==> src/rtl/mem_port_arbiter.sv <==
// mem_port_arbiter
//   Shares one single-ported, variable-latency memory between the fetch
//   stage (instruction line reads) and the memory stage (data reads/writes).
//   One transaction is in flight at a time: IDLE -> ISSUE -> WAIT -> RESP.
//   Data requests win over fetch, except that fetch is granted once data has
//   won STARVE_MAX consecutive grants while fetch was waiting.
// Ports
//   clk, rst_n                 clock (rising edge), synchronous active-low reset
//   f_req/f_addr/f_flush       fetch request, address, cancel of in-flight fetch
//   f_done/f_line/f_err        fetch completion pulse, 80-bit line, error flag
//   d_req/d_we/d_addr/d_wdata  data request
//   d_done/d_rdata/d_err       data completion pulse, read data, error flag
//   mem_req/we/addr/wdata      one-cycle issue strobe and command to memory
//   mem_rvalid/rdata/err       memory response
module mem_port_arbiter #(
    parameter int ADDR_W     = 64,
    parameter int DATA_W     = 64,
    parameter int LINE_W     = 80,
    parameter int STARVE_MAX = 4,
    parameter int TIMEOUT    = 16
) (
    input  logic              clk,
    input  logic              rst_n,
    input  logic              f_req,
    input  logic [ADDR_W-1:0] f_addr,
    input  logic              f_flush,
    output logic              f_done,
    output logic [LINE_W-1:0] f_line,
    output logic              f_err,
    input  logic              d_req,
    input  logic              d_we,
    input  logic [ADDR_W-1:0] d_addr,
    input  logic [DATA_W-1:0] d_wdata,
    output logic              d_done,
    output logic [DATA_W-1:0] d_rdata,
    output logic              d_err,
    output logic              mem_req,
    output logic              mem_we,
    output logic [ADDR_W-1:0] mem_addr,
    output logic [DATA_W-1:0] mem_wdata,
    input  logic              mem_rvalid,
    input  logic [LINE_W-1:0] mem_rdata,
    input  logic              mem_err
);
    typedef enum logic [1:0] {S_IDLE, S_ISSUE, S_WAIT, S_RESP} state_t;

    localparam int SW = $clog2(STARVE_MAX + 1);
    localparam int TW = $clog2(TIMEOUT + 1);

    state_t            state_q, state_d;
    logic              owner_q, owner_d;     // 1 = data owns the transaction
    logic              we_q, we_d;
    logic [SW-1:0]     streak_q, streak_d;
    logic              flush_q, flush_d;
    logic [TW-1:0]     tmo_q, tmo_d;

    logic              f_done_q, f_done_d;
    logic [LINE_W-1:0] f_line_q, f_line_d;
    logic              f_err_q, f_err_d;
    logic              d_done_q, d_done_d;
    logic [DATA_W-1:0] d_rdata_q, d_rdata_d;
    logic              d_err_q, d_err_d;
    logic              mem_req_q, mem_req_d;
    logic              mem_we_q, mem_we_d;
    logic [ADDR_W-1:0] mem_addr_q, mem_addr_d;
    logic [DATA_W-1:0] mem_wdata_q, mem_wdata_d;

    logic              grant_data;
    logic              timed_out;
    logic              rsp_err;

    always_comb begin
        state_d     = state_q;
        owner_d     = owner_q;
        we_d        = we_q;
        streak_d    = streak_q;
        flush_d     = flush_q;
        tmo_d       = tmo_q;
        f_done_d    = 1'b0;
        f_line_d    = '0;
        f_err_d     = 1'b0;
        d_done_d    = 1'b0;
        d_rdata_d   = '0;
        d_err_d     = 1'b0;
        mem_req_d   = 1'b0;
        mem_we_d    = 1'b0;
        mem_addr_d  = '0;
        mem_wdata_d = '0;
        timed_out   = 1'b0;
        rsp_err     = 1'b0;

        // Data wins unless fetch is waiting and has already lost STARVE_MAX times.
        grant_data = d_req && !(f_req && (streak_q == SW'(STARVE_MAX)));

        case (state_q)
            S_IDLE: begin
                flush_d = 1'b0;
                tmo_d   = '0;
                if (f_req || d_req) begin
                    state_d   = S_ISSUE;
                    mem_req_d = 1'b1;
                    if (grant_data) begin
                        owner_d     = 1'b1;
                        we_d        = d_we;
                        mem_we_d    = d_we;
                        mem_addr_d  = d_addr;
                        mem_wdata_d = d_wdata;
                        if (!f_req)
                            streak_d = '0;
                        else if (streak_q != SW'(STARVE_MAX))
                            streak_d = streak_q + 1'b1;
                    end else begin
                        owner_d    = 1'b0;
                        we_d       = 1'b0;
                        mem_addr_d = f_addr;
                        streak_d   = '0;
                    end
                end
            end
            S_ISSUE: begin
                state_d = S_WAIT;
                tmo_d   = '0;
            end
            S_WAIT: begin
                if (mem_rvalid || (tmo_q == TW'(TIMEOUT - 1))) begin
                    state_d   = S_RESP;
                    timed_out = !mem_rvalid;
                    rsp_err   = timed_out || mem_err;
                    if (owner_q) begin
                        d_done_d  = 1'b1;
                        d_err_d   = rsp_err;
                        d_rdata_d = (we_q || timed_out) ? '0 : mem_rdata[DATA_W-1:0];
                    end else if (!(flush_q || f_flush)) begin
                        // A flushed fetch still drains the memory but reports nothing.
                        f_done_d = 1'b1;
                        f_err_d  = rsp_err;
                        f_line_d = timed_out ? '0 : mem_rdata;
                    end
                end else begin
                    tmo_d = tmo_q + 1'b1;
                end
            end
            S_RESP: state_d = S_IDLE;
            default: state_d = S_IDLE;
        endcase

        if ((state_q != S_IDLE) && !owner_q && f_flush)
            flush_d = 1'b1;
    end

    always_ff @(posedge clk) begin
        if (!rst_n) begin
            state_q     <= S_IDLE;
            owner_q     <= 1'b0;
            we_q        <= 1'b0;
            streak_q    <= '0;
            flush_q     <= 1'b0;
            tmo_q       <= '0;
            f_done_q    <= 1'b0;
            f_line_q    <= '0;
            f_err_q     <= 1'b0;
            d_done_q    <= 1'b0;
            d_rdata_q   <= '0;
            d_err_q     <= 1'b0;
            mem_req_q   <= 1'b0;
            mem_we_q    <= 1'b0;
            mem_addr_q  <= '0;
            mem_wdata_q <= '0;
        end else begin
            state_q     <= state_d;
            owner_q     <= owner_d;
            we_q        <= we_d;
            streak_q    <= streak_d;
            flush_q     <= flush_d;
            tmo_q       <= tmo_d;
            f_done_q    <= f_done_d;
            f_line_q    <= f_line_d;
            f_err_q     <= f_err_d;
            d_done_q    <= d_done_d;
            d_rdata_q   <= d_rdata_d;
            d_err_q     <= d_err_d;
            mem_req_q   <= mem_req_d;
            mem_we_q    <= mem_we_d;
            mem_addr_q  <= mem_addr_d;
            mem_wdata_q <= mem_wdata_d;
        end
    end

    assign f_done    = f_done_q;
    assign f_line    = f_line_q;
    assign f_err     = f_err_q;
    assign d_done    = d_done_q;
    assign d_rdata   = d_rdata_q;
    assign d_err     = d_err_q;
    assign mem_req   = mem_req_q;
    assign mem_we    = mem_we_q;
    assign mem_addr  = mem_addr_q;
    assign mem_wdata = mem_wdata_q;

endmodule

==> config.mk <==
export PLATFORM = sky130hd
export DESIGN_NAME = mem_port_arbiter
export DESIGN_NICKNAME = d
export VERILOG_FILES = /design/src/rtl/mem_port_arbiter.sv
export SDC_FILE = /design/constraint.sdc
export NUM_CORES = 1
export LEC_CHECK = 0
export ABC_AREA = 1
export CORE_AREA = 2 2 220 222
export CTS_BUF_LIST = sky130_fd_sc_hd__clkbuf_4 sky130_fd_sc_hd__clkbuf_8
export DETAILED_ROUTE_END_ITERATION = 8
export DIE_AREA = 0 0 222 224
export GPL_TIMING_DRIVEN = 0
export SLEW_MARGIN = 0
export SYNTH_ARGS = -nofsm -noshare
export SYNTH_HDL_FRONTEND = slang
export SYNTH_SLANG_ARGS = --single-unit
==> constraint.sdc <==
create_clock -name clk -period 3.65 [get_ports clk]
set_input_delay 0.73 -clock clk [delete_from_list [all_inputs] [get_ports clk]]
set_output_delay 0.73 -clock clk [all_outputs]
set_load 0.03 [all_outputs]
==> results of run 1 <==
power groups by stage:
stage	clock network [W]	logic (W)	registers, W
after CTS	0.00368	0.00183	0.00350
after global placement	0	0.00181	0.00356
after global routing	0.00379	0.00195	0.00351
after detailed placement	0	0.00182	0.00356
after floorplan	0	0.000459	0.00399
final	0.00354	0.00181	0.00349
cells in the mapped netlist:
cell / n
nor2_1: 334
dfxtp_1: 291
inv_1: 163
o21ai_0: 70
nand2_1: 23
nor2_2: 20
buf_2: 16
buf_6: 15
clkbuf_1: 10
ha_1: 7
a21oi_1: 5
o21ai_1: 4
inv_2: 3
nand3_1: 3
nand4_1: 2
buf_4: 1
nand2_2: 1
nand2_4: 1
nand3_2: 1
nor2_4: 1
nor3_4: 1
nor4_1: 1
o2111a_1: 1
o21ai_2: 1
or2_1: 1
layer usage:
metal  wire [µm]  part of all wire (%)
met4        1050                   3.3
met3        3400                    11
met2       15900                    50
met5           0                     0
met1       11600                    36
worst paths after layout:
| kind | endpoint | slack, ns | depth (start not counted) |
|---|---|---|---|
| setup / recovery | mem_addr[11] | 1.27 | 1 |
| hold / removal | tmo_q[4] | 0.47 | 2 |
| setup reg to reg | f_line[0] | 1.67 | 9 |
| hold reg to reg | tmo_q[4] | 0.47 | 2 |
state kept, by name, summed over array words and instances (netlist names):
signal and flops:
tmo_q 5, f_line 80, mem_we 1, mem_req 1, f_err 1, d_err 1, f_done 1, streak_q 3
state_q 2, mem_wdata 64, we_q 1, d_rdata 64, d_done 1, owner_q 1, flush_q 1, mem_addr 64
area by class of cell:
type	instances	area, µm²	share of cell area, %
flip-flops and latches	291	5830	35.5
multi-input cells	477	2060	12.6
plain buffers	42	294	1.79
repair buffers	557	5580	34.0
clock buffers	78	1020	6.20
well taps	615	769	4.69
clock inverters	18	226	1.38
inverters	166	623	3.80
diodes	1	2.50	0.0153
metrics by stage:
| step | worst slack (ns) | power (W) | std cells | area [µm²] | hold slack, ns |
|---|---|---|---|---|---|
| 5_1_grt | 1.16 | 0.00926 | 2244 | 16400 | 0.503 |
| 2_1_floorplan | 2.03 | 0.00445 | 976 | 8810 | 0.429 |
| 3_5_place_dp | 0.895 | 0.00538 | 2148 | 15200 | 0.467 |
| 4_1_cts | 1.15 | 0.00900 | 2244 | 16400 | 0.476 |
| 3_3_place_gp | 0.914 | 0.00537 | 2148 | 15200 | 0.457 |
| 6_report | 1.27 | 0.00884 | 2245 | 16400 | 0.473 |
cell families after synthesis:
logic type                 after synthesis  synth area share, %
and+or+nand+nor                        389                 17.7
adders and majority gates                7                0.995
DFF                                    291                 66.2
buffers and inverters                  208                 10.4
AOI/OAI and AO/OA                       81                 4.72
worst register-to-register path, cell delays in order, from the launching register on:
cell	delay, ns
dfxtp_1	0.33
ha_1	0.21
nand2_1	0.09
nor2_1	0.05
ha_1	0.19
o21ai_2	0.31
nor2_1	0.12
nand3_2	0.19
buf_2	0.30
nor2_1	0.08
==> metrics.cfg, run 1 <==
[run_status]
status = completed

[sta]
maxSlewHeadroom_pct = 61.1
fin_crit_sh_pct = 65.3
slew_viol_final = 0
rsz0062_at_grt = false
finalSetupTns_ns = 0
hold_viol_final = 0
max_freq_mhz = 420
worst_pin_slew_ns = 0.583
min_period_ns = 2.38
final-setup-viol-count = 0
clock_skew_ns = 0.0241

[critical_path]
path_cells = clkdlybuf4s50_1
cp.arrival_ns = 1.65
reg2reg_from = tmo_q[0]
slowest_delay_ns = 0.70
critPathLaunch = mem_addr[11]
critical_path_class = reg2out
slowest_stage = clkdlybuf4s50_1
critical-path-top-delay-family = buffers and inverters
cp.required_ns = 2.92
start_kind = flop
crit_path_end_kind = primary output
crit_buf_inv = 1
cp_max_fo = 1

[cells_and_area]
layout_common_cells = clkdlybuf4s50_1 (557), nor2_1 (334), dfxtp_1 (291), inv_1 (163), o21ai_0 (70)
fillers = 4901
area_delta_synth_final_pct = 86.2
drive_gt1_share_pct = 9.64
nets = 1874
post-route-util_pct = 34.6
final_common_cell = clkdlybuf4s50_1

[floorplanning]
rows = 80
initial_core_util_pct = 18.6
die_h_um = 224
num_io_pins = 558
core_area_um2 = 47300
die-area_um2 = 49700
die_w_um = 222

[cts]
cts_tree = yes
cts_buffers = 52
cts_setup_buffers = 0
clk_pin_slew_ns = 0.05
clock-sinks = 291
cts_htree_levels = 2
ctsHoldBuffers = 0
cts_root_buf = clkbuf_8
cts_resized = 0
clk_latency_ns = 0.60
cts_max_path_buffers = 3

[power_and_ir_drop]
combPwrFrac_pct = 20.5
seqPwrFrac_pct = 39.5
p_per_area_nw_per_um2 = 539
swShare_pct = 28.1
p_leak_nw = 7.05
p_sw_w = 0.00248
internal_power_w = 0.00636
clkPwrFrac_pct = 40.0
ir_drop_mv = 0.381

[routing]
via_per_inst = 3.67
wl_mm = 31.9
drt_iter0_drc = 335
post-route-drc-count = 0
route.vias.total = 8240
detail-route-antenna-nets = 0
first_pass_iters = 4
wl_per_cell_um = 14.2

[synth]
synth_cell_types = 25
synth_top_area_share_pct = 66.2
synth_seq_cells = 291
synth_top_cell_by_area = dfxtp_1
synth_area_leaders = dfxtp_1 (66%), nor2_1 (14%), inv_1 (6.9%)
synth_nets = 1263
syn_area_um2 = 8810
syn_inst = 976
yosys_warnings = 0
synth.avg_cell_area_um2 = 9.02
yosysSeqAreaShare_pct = 66.2

[global_routing]
grt_start_max_net_pins = 14
grt_util_met1_pct = 12.3
antenna_found_initial = 1
grt.met3_usage_pct = 5.38
grt-ovfl-total = 0
grt_use_met2_pct = 22.5
gr-max-usage-layer = met2
grt_pass1_wl_mm = 46.9
grt_pass1_vias = 8419
grt.total_usage_pct = 12.4

[place]
gp_congestion = 0.897
port_buffers = 557
hpwl_mm = 25.2

[run]
drv_cap = 0

[worst_hold_path]
holdCritPathClass = reg2reg
holdCritStartpoint = tmo_q[4]

(Power assumes the default switching activity.)
==> run 2: changes to the inputs <==
- clock period: 3.65 -> 2.3 ns (I/O delays scaled with it)
==> results of run 2 <==
Same layout as run 1 (identical final DEF). Status: completed.
Among the figures that moved: setup slack after placement 0.895 ns -> -0.185 ns; clock-pin slew on the worst setup and hold paths 0.05 ns -> 0.07 ns; setup slack after layout 1.27 ns -> 0.188 ns; hold slack 0.473 ns -> 0.370 ns; register-to-register setup slack 1.67 ns -> 0.32 ns; end point of the worst hold path tmo_q[4] -> mem_wdata[40]; total power 0.00884 W -> 0.0140 W; worst IR drop on VDD 0.381 mV -> 0.605 mV
==> run 3: changes to the inputs <==
- CAP_MARGIN: unset -> 20
==> results of run 3 <==
Same layout as run 1 (identical final DEF). Status: completed.
Among the figures that moved: setup slack after placement 0.895 ns -> -0.185 ns; clock-pin slew on the worst setup and hold paths 0.05 ns -> 0.07 ns; setup slack after layout 1.27 ns -> 0.188 ns; hold slack 0.473 ns -> 0.370 ns; register-to-register setup slack 1.67 ns -> 0.32 ns; end point of the worst hold path tmo_q[4] -> mem_wdata[40]; total power 0.00884 W -> 0.0140 W; worst IR drop on VDD 0.381 mV -> 0.605 mV
